File: config.mk
export PLATFORM = sky130hd
export DESIGN_NAME = apb_req_master_flat
export DESIGN_NICKNAME = d
export VERILOG_FILES = /design/src/rtl/apb_pkg.sv /design/src/rtl/apb_req_master_if.sv /design/src/rtl/apb_wait_timer.sv /design/src/rtl/apb_req_master.sv /design/src/flat_wrapper.sv
export SDC_FILE = /design/constraint.sdc
export NUM_CORES = 1
export LEC_CHECK = 0
export CORE_MARGIN = 2
export CORE_UTILIZATION = 65
export CTS_CLUSTER_SIZE = 40
export DETAILED_ROUTE_END_ITERATION = 8
export DONT_BUFFER_PORTS = 1
export PLACE_DENSITY = 0.87
export REMOVE_ABC_BUFFERS = 1
export SLEW_MARGIN = 20
export SYNTH_ARGS = -nofsm -noshare
export SYNTH_HDL_FRONTEND = slang
export SYNTH_SLANG_ARGS = --single-unit
File: constraint.sdc
create_clock -name pclk -period 11.37 [get_ports pclk]
set_clock_uncertainty 0.1 [all_clocks]
set_input_delay 2.274 -clock pclk [delete_from_list [all_inputs] [get_ports pclk]]
set_output_delay 2.274 -clock pclk [all_outputs]
set_load 0.005 [all_outputs]
File: src/rtl/apb_pkg.sv
// Shared state encoding, command record and default widths for the APB requester.
package apb_pkg;

  localparam int unsigned addr_width_dflt = 32;
  localparam int unsigned data_width_dflt = 32;
  localparam int unsigned timeout_dflt    = 16;

  typedef enum logic [1:0] {
    IDLE   = 2'd0,
    SETUP  = 2'd1,
    ACCESS = 2'd2
  } apb_state_e;

  typedef struct packed {
    logic                       write;
    logic [addr_width_dflt-1:0] addr;
    logic [data_width_dflt-1:0] wdata;
  } apb_cmd_t;

  // A disabled timer (limit 0) still needs a 1-bit counter to stay legal.
  function automatic int unsigned timer_width(input int unsigned limit);
    return (limit > 0) ? $clog2(limit + 1) : 1;
  endfunction

endpackage

File: src/rtl/apb_req_master_if.sv
// Command/response handshake plus APB bus signals between requester and slave side.
interface apb_req_master_if
  import apb_pkg::*;
#(
  parameter int unsigned addr_width = addr_width_dflt,
  parameter int unsigned data_width = data_width_dflt
);
  logic                  cmd_valid;
  logic                  cmd_ready;
  logic                  cmd_write;
  logic [addr_width-1:0] cmd_addr;
  logic [data_width-1:0] cmd_wdata;
  logic                  rsp_valid;
  logic                  rsp_write;
  logic [data_width-1:0] rsp_rdata;
  logic                  rsp_err;
  logic [addr_width-1:0] paddr;
  logic [data_width-1:0] pwdata;
  logic                  pwrite;
  logic                  pselx;
  logic                  penable;
  logic                  ptransfer;
  logic                  pslave_error;
  logic                  pready;
  logic [data_width-1:0] prdata;

  modport master (
    input  cmd_valid, cmd_write, cmd_addr, cmd_wdata, pready, prdata,
    output cmd_ready, rsp_valid, rsp_write, rsp_rdata, rsp_err,
           paddr, pwdata, pwrite, pselx, penable, ptransfer, pslave_error
  );

  modport slave (
    output cmd_valid, cmd_write, cmd_addr, cmd_wdata, pready, prdata,
    input  cmd_ready, rsp_valid, rsp_write, rsp_rdata, rsp_err,
           paddr, pwdata, pwrite, pselx, penable, ptransfer, pslave_error
  );
endinterface

File: src/rtl/apb_wait_timer.sv
// Saturating wait-state counter; expired flags the last ACCESS cycle allowed without pready.
module apb_wait_timer
  import apb_pkg::*;
#(
  parameter int unsigned limit = timeout_dflt
) (
  input  logic pclk,
  input  logic preset,
  input  logic clear,
  input  logic enable,
  output logic expired
);
  localparam int unsigned cnt_w = timer_width(limit);

  logic [cnt_w-1:0] cnt_q, cnt_d;

  always_comb begin
    cnt_d = cnt_q;
    if (clear) begin
      cnt_d = '0;
    end else if (enable && (cnt_q != '1)) begin
      cnt_d = cnt_q + 1'b1;
    end
  end

  always_ff @(posedge pclk or posedge preset) begin
    if (preset) begin
      cnt_q <= '0;
    end else begin
      cnt_q <= cnt_d;
    end
  end

  generate
    if (limit == 0) begin : g_off
      assign expired = 1'b0;
    end else begin : g_on
      assign expired = (cnt_q == cnt_w'(limit - 1));
    end
  endgenerate

endmodule

File: src/rtl/apb_req_master.sv
// APB requester: turns valid/ready commands into SETUP/ACCESS sequences with timeout abort.
//   state  | meaning
//   IDLE   | bus idle, ready for a command
//   SETUP  | pselx high for one cycle, penable low
//   ACCESS | pselx+penable high until pready or timeout
module apb_req_master
  import apb_pkg::*;
#(
  parameter int unsigned addr_width     = addr_width_dflt,
  parameter int unsigned data_width     = data_width_dflt,
  parameter int unsigned timeout_cycles = timeout_dflt
) (
  input logic               pclk,
  input logic               preset,
  apb_req_master_if.master  bus
);
  typedef struct packed {
    logic                  write;
    logic [addr_width-1:0] addr;
    logic [data_width-1:0] wdata;
  } cmd_t;

  apb_state_e            state_q, state_d;
  cmd_t                  cmd_q, cmd_d;
  logic                  pselx_q, pselx_d;
  logic                  penable_q, penable_d;
  logic                  rsp_valid_q, rsp_valid_d;
  logic                  rsp_write_q, rsp_write_d;
  logic [data_width-1:0] rsp_rdata_q, rsp_rdata_d;
  logic                  rsp_err_q, rsp_err_d;
  logic                  perr_q, perr_d;
  logic                  accept;
  logic                  timer_clear;
  logic                  timer_en;
  logic                  expired;

  assign bus.cmd_ready = (state_q == IDLE) || ((state_q == ACCESS) && bus.pready);
  assign bus.ptransfer = (state_q == ACCESS) && bus.cmd_valid;
  assign accept        = bus.cmd_valid && bus.cmd_ready;

  always_comb begin
    state_d     = state_q;
    cmd_d       = cmd_q;
    rsp_valid_d = 1'b0;
    rsp_write_d = 1'b0;
    rsp_rdata_d = '0;
    rsp_err_d   = 1'b0;
    perr_d      = 1'b0;
    timer_clear = 1'b0;
    timer_en    = 1'b0;
    unique case (state_q)
      IDLE: begin
        if (bus.cmd_valid) state_d = SETUP;
      end
      SETUP: begin
        timer_clear = 1'b1;
        state_d     = ACCESS;
      end
      ACCESS: begin
        // pready takes priority over a timeout landing in the same cycle
        if (bus.pready) begin
          rsp_valid_d = 1'b1;
          rsp_write_d = cmd_q.write;
          rsp_rdata_d = cmd_q.write ? '0 : bus.prdata;
          state_d     = bus.cmd_valid ? SETUP : IDLE;
        end else if (expired) begin
          rsp_valid_d = 1'b1;
          rsp_write_d = cmd_q.write;
          rsp_err_d   = 1'b1;
          perr_d      = 1'b1;
          state_d     = IDLE;
        end else begin
          timer_en = 1'b1;
        end
      end
      default: state_d = IDLE;
    endcase
    if (accept) begin
      cmd_d.write = bus.cmd_write;
      cmd_d.addr  = bus.cmd_addr;
      cmd_d.wdata = bus.cmd_wdata;
    end
    pselx_d   = (state_d != IDLE);
    penable_d = (state_d == ACCESS);
  end

  always_ff @(posedge pclk or posedge preset) begin
    if (preset) begin
      state_q     <= IDLE;
      cmd_q       <= '0;
      pselx_q     <= 1'b0;
      penable_q   <= 1'b0;
      rsp_valid_q <= 1'b0;
      rsp_write_q <= 1'b0;
      rsp_rdata_q <= '0;
      rsp_err_q   <= 1'b0;
      perr_q      <= 1'b0;
    end else begin
      state_q     <= state_d;
      cmd_q       <= cmd_d;
      pselx_q     <= pselx_d;
      penable_q   <= penable_d;
      rsp_valid_q <= rsp_valid_d;
      rsp_write_q <= rsp_write_d;
      rsp_rdata_q <= rsp_rdata_d;
      rsp_err_q   <= rsp_err_d;
      perr_q      <= perr_d;
    end
  end

  apb_wait_timer #(.limit(timeout_cycles)) u_timer (
    .pclk    (pclk),
    .preset  (preset),
    .clear   (timer_clear),
    .enable  (timer_en),
    .expired (expired)
  );

  assign bus.paddr        = cmd_q.addr;
  assign bus.pwdata       = cmd_q.wdata;
  assign bus.pwrite       = cmd_q.write;
  assign bus.pselx        = pselx_q;
  assign bus.penable      = penable_q;
  assign bus.rsp_valid    = rsp_valid_q;
  assign bus.rsp_write    = rsp_write_q;
  assign bus.rsp_rdata    = rsp_rdata_q;
  assign bus.rsp_err      = rsp_err_q;
  assign bus.pslave_error = perr_q;

endmodule

File: src/flat_wrapper.sv
// flat-port wrapper written by rule: the top's interface ports become plain ports
module apb_req_master_flat import apb_pkg::*;
#(
  parameter int unsigned addr_width     = addr_width_dflt,
  parameter int unsigned data_width     = data_width_dflt,
  parameter int unsigned timeout_cycles = timeout_dflt
)
  (pclk, preset, bus_cmd_valid, bus_cmd_write, bus_cmd_addr, bus_cmd_wdata, bus_pready, bus_prdata, bus_cmd_ready, bus_rsp_valid, bus_rsp_write, bus_rsp_rdata, bus_rsp_err, bus_paddr, bus_pwdata, bus_pwrite, bus_pselx, bus_penable, bus_ptransfer, bus_pslave_error);
  apb_req_master_if #(.addr_width(addr_width), .data_width(data_width)) bus_i ();
  input logic pclk;
  input logic preset;
  input wire logic [$bits(bus_i.cmd_valid)-1:0] bus_cmd_valid;
  input wire logic [$bits(bus_i.cmd_write)-1:0] bus_cmd_write;
  input wire logic [$bits(bus_i.cmd_addr)-1:0] bus_cmd_addr;
  input wire logic [$bits(bus_i.cmd_wdata)-1:0] bus_cmd_wdata;
  input wire logic [$bits(bus_i.pready)-1:0] bus_pready;
  input wire logic [$bits(bus_i.prdata)-1:0] bus_prdata;
  output wire logic [$bits(bus_i.cmd_ready)-1:0] bus_cmd_ready;
  output wire logic [$bits(bus_i.rsp_valid)-1:0] bus_rsp_valid;
  output wire logic [$bits(bus_i.rsp_write)-1:0] bus_rsp_write;
  output wire logic [$bits(bus_i.rsp_rdata)-1:0] bus_rsp_rdata;
  output wire logic [$bits(bus_i.rsp_err)-1:0] bus_rsp_err;
  output wire logic [$bits(bus_i.paddr)-1:0] bus_paddr;
  output wire logic [$bits(bus_i.pwdata)-1:0] bus_pwdata;
  output wire logic [$bits(bus_i.pwrite)-1:0] bus_pwrite;
  output wire logic [$bits(bus_i.pselx)-1:0] bus_pselx;
  output wire logic [$bits(bus_i.penable)-1:0] bus_penable;
  output wire logic [$bits(bus_i.ptransfer)-1:0] bus_ptransfer;
  output wire logic [$bits(bus_i.pslave_error)-1:0] bus_pslave_error;
  assign bus_i.cmd_valid = bus_cmd_valid;
  assign bus_i.cmd_write = bus_cmd_write;
  assign bus_i.cmd_addr = bus_cmd_addr;
  assign bus_i.cmd_wdata = bus_cmd_wdata;
  assign bus_i.pready = bus_pready;
  assign bus_i.prdata = bus_prdata;
  assign bus_cmd_ready = bus_i.cmd_ready;
  assign bus_rsp_valid = bus_i.rsp_valid;
  assign bus_rsp_write = bus_i.rsp_write;
  assign bus_rsp_rdata = bus_i.rsp_rdata;
  assign bus_rsp_err = bus_i.rsp_err;
  assign bus_paddr = bus_i.paddr;
  assign bus_pwdata = bus_i.pwdata;
  assign bus_pwrite = bus_i.pwrite;
  assign bus_pselx = bus_i.pselx;
  assign bus_penable = bus_i.penable;
  assign bus_ptransfer = bus_i.ptransfer;
  assign bus_pslave_error = bus_i.pslave_error;
  apb_req_master #(.addr_width(addr_width), .data_width(data_width), .timeout_cycles(timeout_cycles)) u_core (.pclk(pclk), .preset(preset), .bus(bus_i));
endmodule
# Yosys cells after proc, flatten, opt, wreduce, memory -nomap -nowiden
# Cells that the tools add are included.
# totals
output_inout_bits	105
regBits	109
# classes
n_mux	22
n_reduce_logical	8
addsub	1
eq_ne	5
# op_table
op	n
$mux 32	3
$mux 1	13
$mux 5	2
$mux 2	3
$pmux 2 s3	1
$add 5x1->5 const B	1
$eq 5x4->1 const B	1
$ne 5x5->1 const B	1
$eq 2x2->1 const B	2
$logic_and 1x1->1	4
$reduce_bool 2->1	2
$eq 2x1->1 const B	1
$logic_not 2->1	1
$logic_or 1x1->1	1

# Longest topological paths before layout
# depth
ltp_word	7
depth_mapped	6

# By module
# From an unflattened synthesis, not the netlist that was laid out.
# hier_totals
hier_cells	257
area_unflattened_um2	4006.3
# by_module_without_submodules
mod	n_inst	seq_area_each_um2	cells_each	area_each_um2
apb_req_master	1	2602.5	232	3729.8
apb_wait_timer	1	125.1	25	276.5

# Worst setup path after synthesis
# No wires, ideal clock.
# synth_timing
kind	input port to output port
from	in bus_pready
to	out bus_cmd_ready
stages	2
required_time_ns	8.996
t_arrival_ns	2.542
setup_slack_ns	6.454
path_cell_list	nand2b_4 > nor2b_1
# synth_via
elab_chain_cells	2
# synth_rtl
element	line	text
start, declared	flat_wrapper.sv:16	input wire logic [$bits(bus_i.pready)-1:0] bus_pready;
$logic_and 1x1->1	apb_req_master.sv:37	assign bus.cmd_ready = (state_q == IDLE) || ((state_q == ACCESS) && bus.pready);
$logic_or 1x1->1	apb_req_master.sv:37	
end, declared	flat_wrapper.sv:18	output wire logic [$bits(bus_i.cmd_ready)-1:0] bus_cmd_ready;
# No other way between the ends.

# Final worst setup path
# Same ends and word-level chain as after synthesis.

==> flow_summary_export.csv <==
group,metric,value,unit
setup_path,cp_slowest_cell,"nor2b_1",
synth,async_reset_ff_share,100.0,%
clock_tree,cts_tree,"built",
clock_tree,htree_levels,3,
setup_path,crit_chain,"nand2b_4 > nor2b_1",
clock_tree,clkTransAtPathRegs,0.10,ns
setup_path,worstReg2RegEnd,"u_core.u_timer.cnt_q[2]",
clock_tree,cts_buffer_depth,2,
synth,synth_commonest_cells,"dfrtp_1, mux2_2, and2_1",
synth,synth_area_leaders,"dfrtp_1, mux2_4, mux2_2",
grt,grt_max_degree,68,
clock_tree,clock-sinks,109,
synth,synth_cell_types,27,
grt,antenna_found_initial,0,
timing,whs,0.4301,ns
route,wirelength,7331,µm
route,top_layer_used,"met4",
synth,synth_top_area_share,65.21,%
pwr,p_leak,2.035,nW
timing,fmaxAchievable,202.4,MHz
die,ioPinCount,206,
timing,hold_viol,0,
synth,ys_seq_elements,109,
grt,grtUsageTotal,20.63,%
route,wl_met3,814,µm
grt,grt_first_pass_wirelength,11250,µm
placement,routabilityCongestion,0.7818,
timing,slew_viol_final,0,
setup_path,path_class,"input pin to primary output",
clock_tree,worstSkewPairLatency,0.35,ns
synth,yosysWarnings,0,
timing,setup_ws,6.428,ns
clock_tree,holdBufCountCts,0,
synth,syn_area,0.004183,mm²
clock_tree,root_buffer,"clkbuf_8",
die,row_count,29,
synth,syn_area_per_cell,16.21,µm²
setup_path,crit_cells,2,
route,drtAntennaViolNets,0,
cells_and_area,fill_cells,416,
setup_path,required,9.00,ns
timing,tightest_slew,0.9871,ns
route,wl_met1,2643,µm
timing,period_needed,4.942,ns
pwr,power_density,197.1,mW/mm²
setup_path,reg2reg_from,"u_core.u_timer.cnt_q[0]",
cells_and_area,drive_above_1_share,33.46,%
setup_path,crit_buf_inv,0,
cells_and_area,nNetsFinal,363,
placement,place_ws,6.422,ns
timing,rsz0062_at_grt,"no",
synth,synthCells,258,
setup_path,crit_family,"simple AND/OR/NAND/NOR gates",
clock_tree,cts_resized,0,
setup_path,worst-endpoint-arrival,2.57,ns
status,status,"completed",
route,post_drt_wl_per_cell,21.56,µm
timing,relSlewSlack,34.20,%
route,dr_wl_met2,3765,µm
clock_tree,cts_made_buffers,9,
clock_tree,post-cts-setup-buffer-count,0,
placement,io_buffers,0,
cells_and_area,fin_cells,340,
setup_path,r2r_slack,9.09,ns
cells_and_area,antenna_cells,0,
setup_path,slowest_delay,0.17,ns
setup_path,start_kind,"input pin",
synth,yosys.area.top_type,"dfrtp_1",
setup_path,crit_start,"bus_pready",
grt,grt_pass1_vias,2112,
timing,finalSetupViolCount,0,
placement,dp.cells,324,
die,die_area,0.007093,mm²
die,core_area,0.006277,mm²
timing,tns,0,ns
pwr,ir_drop,0.0001367,V
cells_and_area,final_util,69.42,%
synth,yosysMostFrequentCell,"dfrtp_1",
route,vias_per_cell,5.891,
setup_path,crit_fanout,7,
hold_path,hold_depth,1,
die,die_x,84.22,µm
hold_path,hold_class,"register to register",
setup_path,setup.worst_path.end_class,"primary output",
setup_path,r2r_cells,6,
die,die_h,84.22,µm
synth,synth_top_flop_cell,"dfrtp_1",
route,route.detailed.drc,0,
flow_run,maxCapViolations,0,
route,dr.pass1.iters,4,
synth,ys_seq_area_share,65.21,%
cells_and_area,syn_to_final_growth,4.188,%
synth,synth_edf_count,0,
route,drt_iter0_markers,93,
grt,gr-total-overflow,0,
die,start_util,66.63,%
timing,period_share,43.46,%
setup_path,crit_end,"bus_cmd_ready",
route,route.vias.total,2003,
[logic make-up (layout without fill, tap and decap cells)]
kind of cell	Yosys count	count (layout)	synth area share [%]
mux	69	69	21.15
compound gates	4	4	0.7179
fa+ha+maj	4	4	1.197
buf+inv	16	21	3.410
flops	109	109	65.21
simple gates	56	56	8.316
[area by class of cell]
class	instances	area, µm²	area share, %
Timing Repair Buffer	2	15.01	0.3445
Sequential cell	109	2728	62.59
Inverter	3	13.76	0.3158
Multi-Input combinational cell	133	1328	30.46
Tap cell	77	96.34	2.211
Clock buffer	11	141.4	3.244
Clock inverter	5	36.28	0.8326
[how the worst min path moves through the flow]
stage,start,endpoint
floorplan,u_core.u_timer.cnt_q[2],u_core.u_timer.cnt_q[2]
global placement,u_core.u_timer.cnt_q[0],u_core.u_timer.cnt_q[0]
detailed placement,u_core.u_timer.cnt_q[2],u_core.u_timer.cnt_q[2]
CTS,u_core.u_timer.cnt_q[2],u_core.u_timer.cnt_q[2]
global route,u_core.u_timer.cnt_q[2],u_core.u_timer.cnt_q[2]
finish,u_core.u_timer.cnt_q[2],u_core.u_timer.cnt_q[2]
[metrics by stage]
| step | cell area, µm² | power (mW) |
|---|---|---|
| global route | 4358 | 0.9017 |
| floorplan | 4051 | 0.6259 |
| global placement | 4174 | 0.6496 |
| CTS | 4352 | 0.8656 |
| detailed placement | 4174 | 0.6585 |
| finish | 4358 | 0.8592 |
[state kept, by name (all words and copies together) (netlist names)]
| register | flops |
|---|---|
| u_core.bus.paddr | 32 |
| u_core.bus.pwdata | 32 |
| u_core.bus.rsp_rdata | 32 |
| u_core.u_timer.cnt_q | 5 |
| u_core.state_q | 2 |
| u_core.bus.penable | 1 |
| u_core.bus.pselx | 1 |
| u_core.bus.pwrite | 1 |
| u_core.bus.rsp_err | 1 |
| u_core.bus.rsp_valid | 1 |
| u_core.bus.rsp_write | 1 |
[report_power, final]
group	internal [mW]	switching (mW)
logic	0.0818	0.0494
registers	0.459	0.0603
clock network	0.0858	0.122
[cells in the final DEF, fill, tap and decap left out, types with 2 or more instances in the layout]
cell type,count
mux2_2,35
dfrtp_1,109
clkbuf_8,10
and2_1,32
ha_1,4
mux2_4,30
nor2_1,4
nand2_1,4
nor3b_1,2
o31ai_1,3
buf_4,2
clkinvlp_4,3
inv_1,2
nand2b_1,3
mux2i_1,4
[metal layers]
metal | vias to the layer above | GRT usage [%]
met3 | 9 | 8.555
met5 | - | 0
met2 | 137 | 34.42
li1 | 859 | -
met4 | 0 | 7.918
met1 | 998 | 23.93
Power figures use the tool's default switching activity.
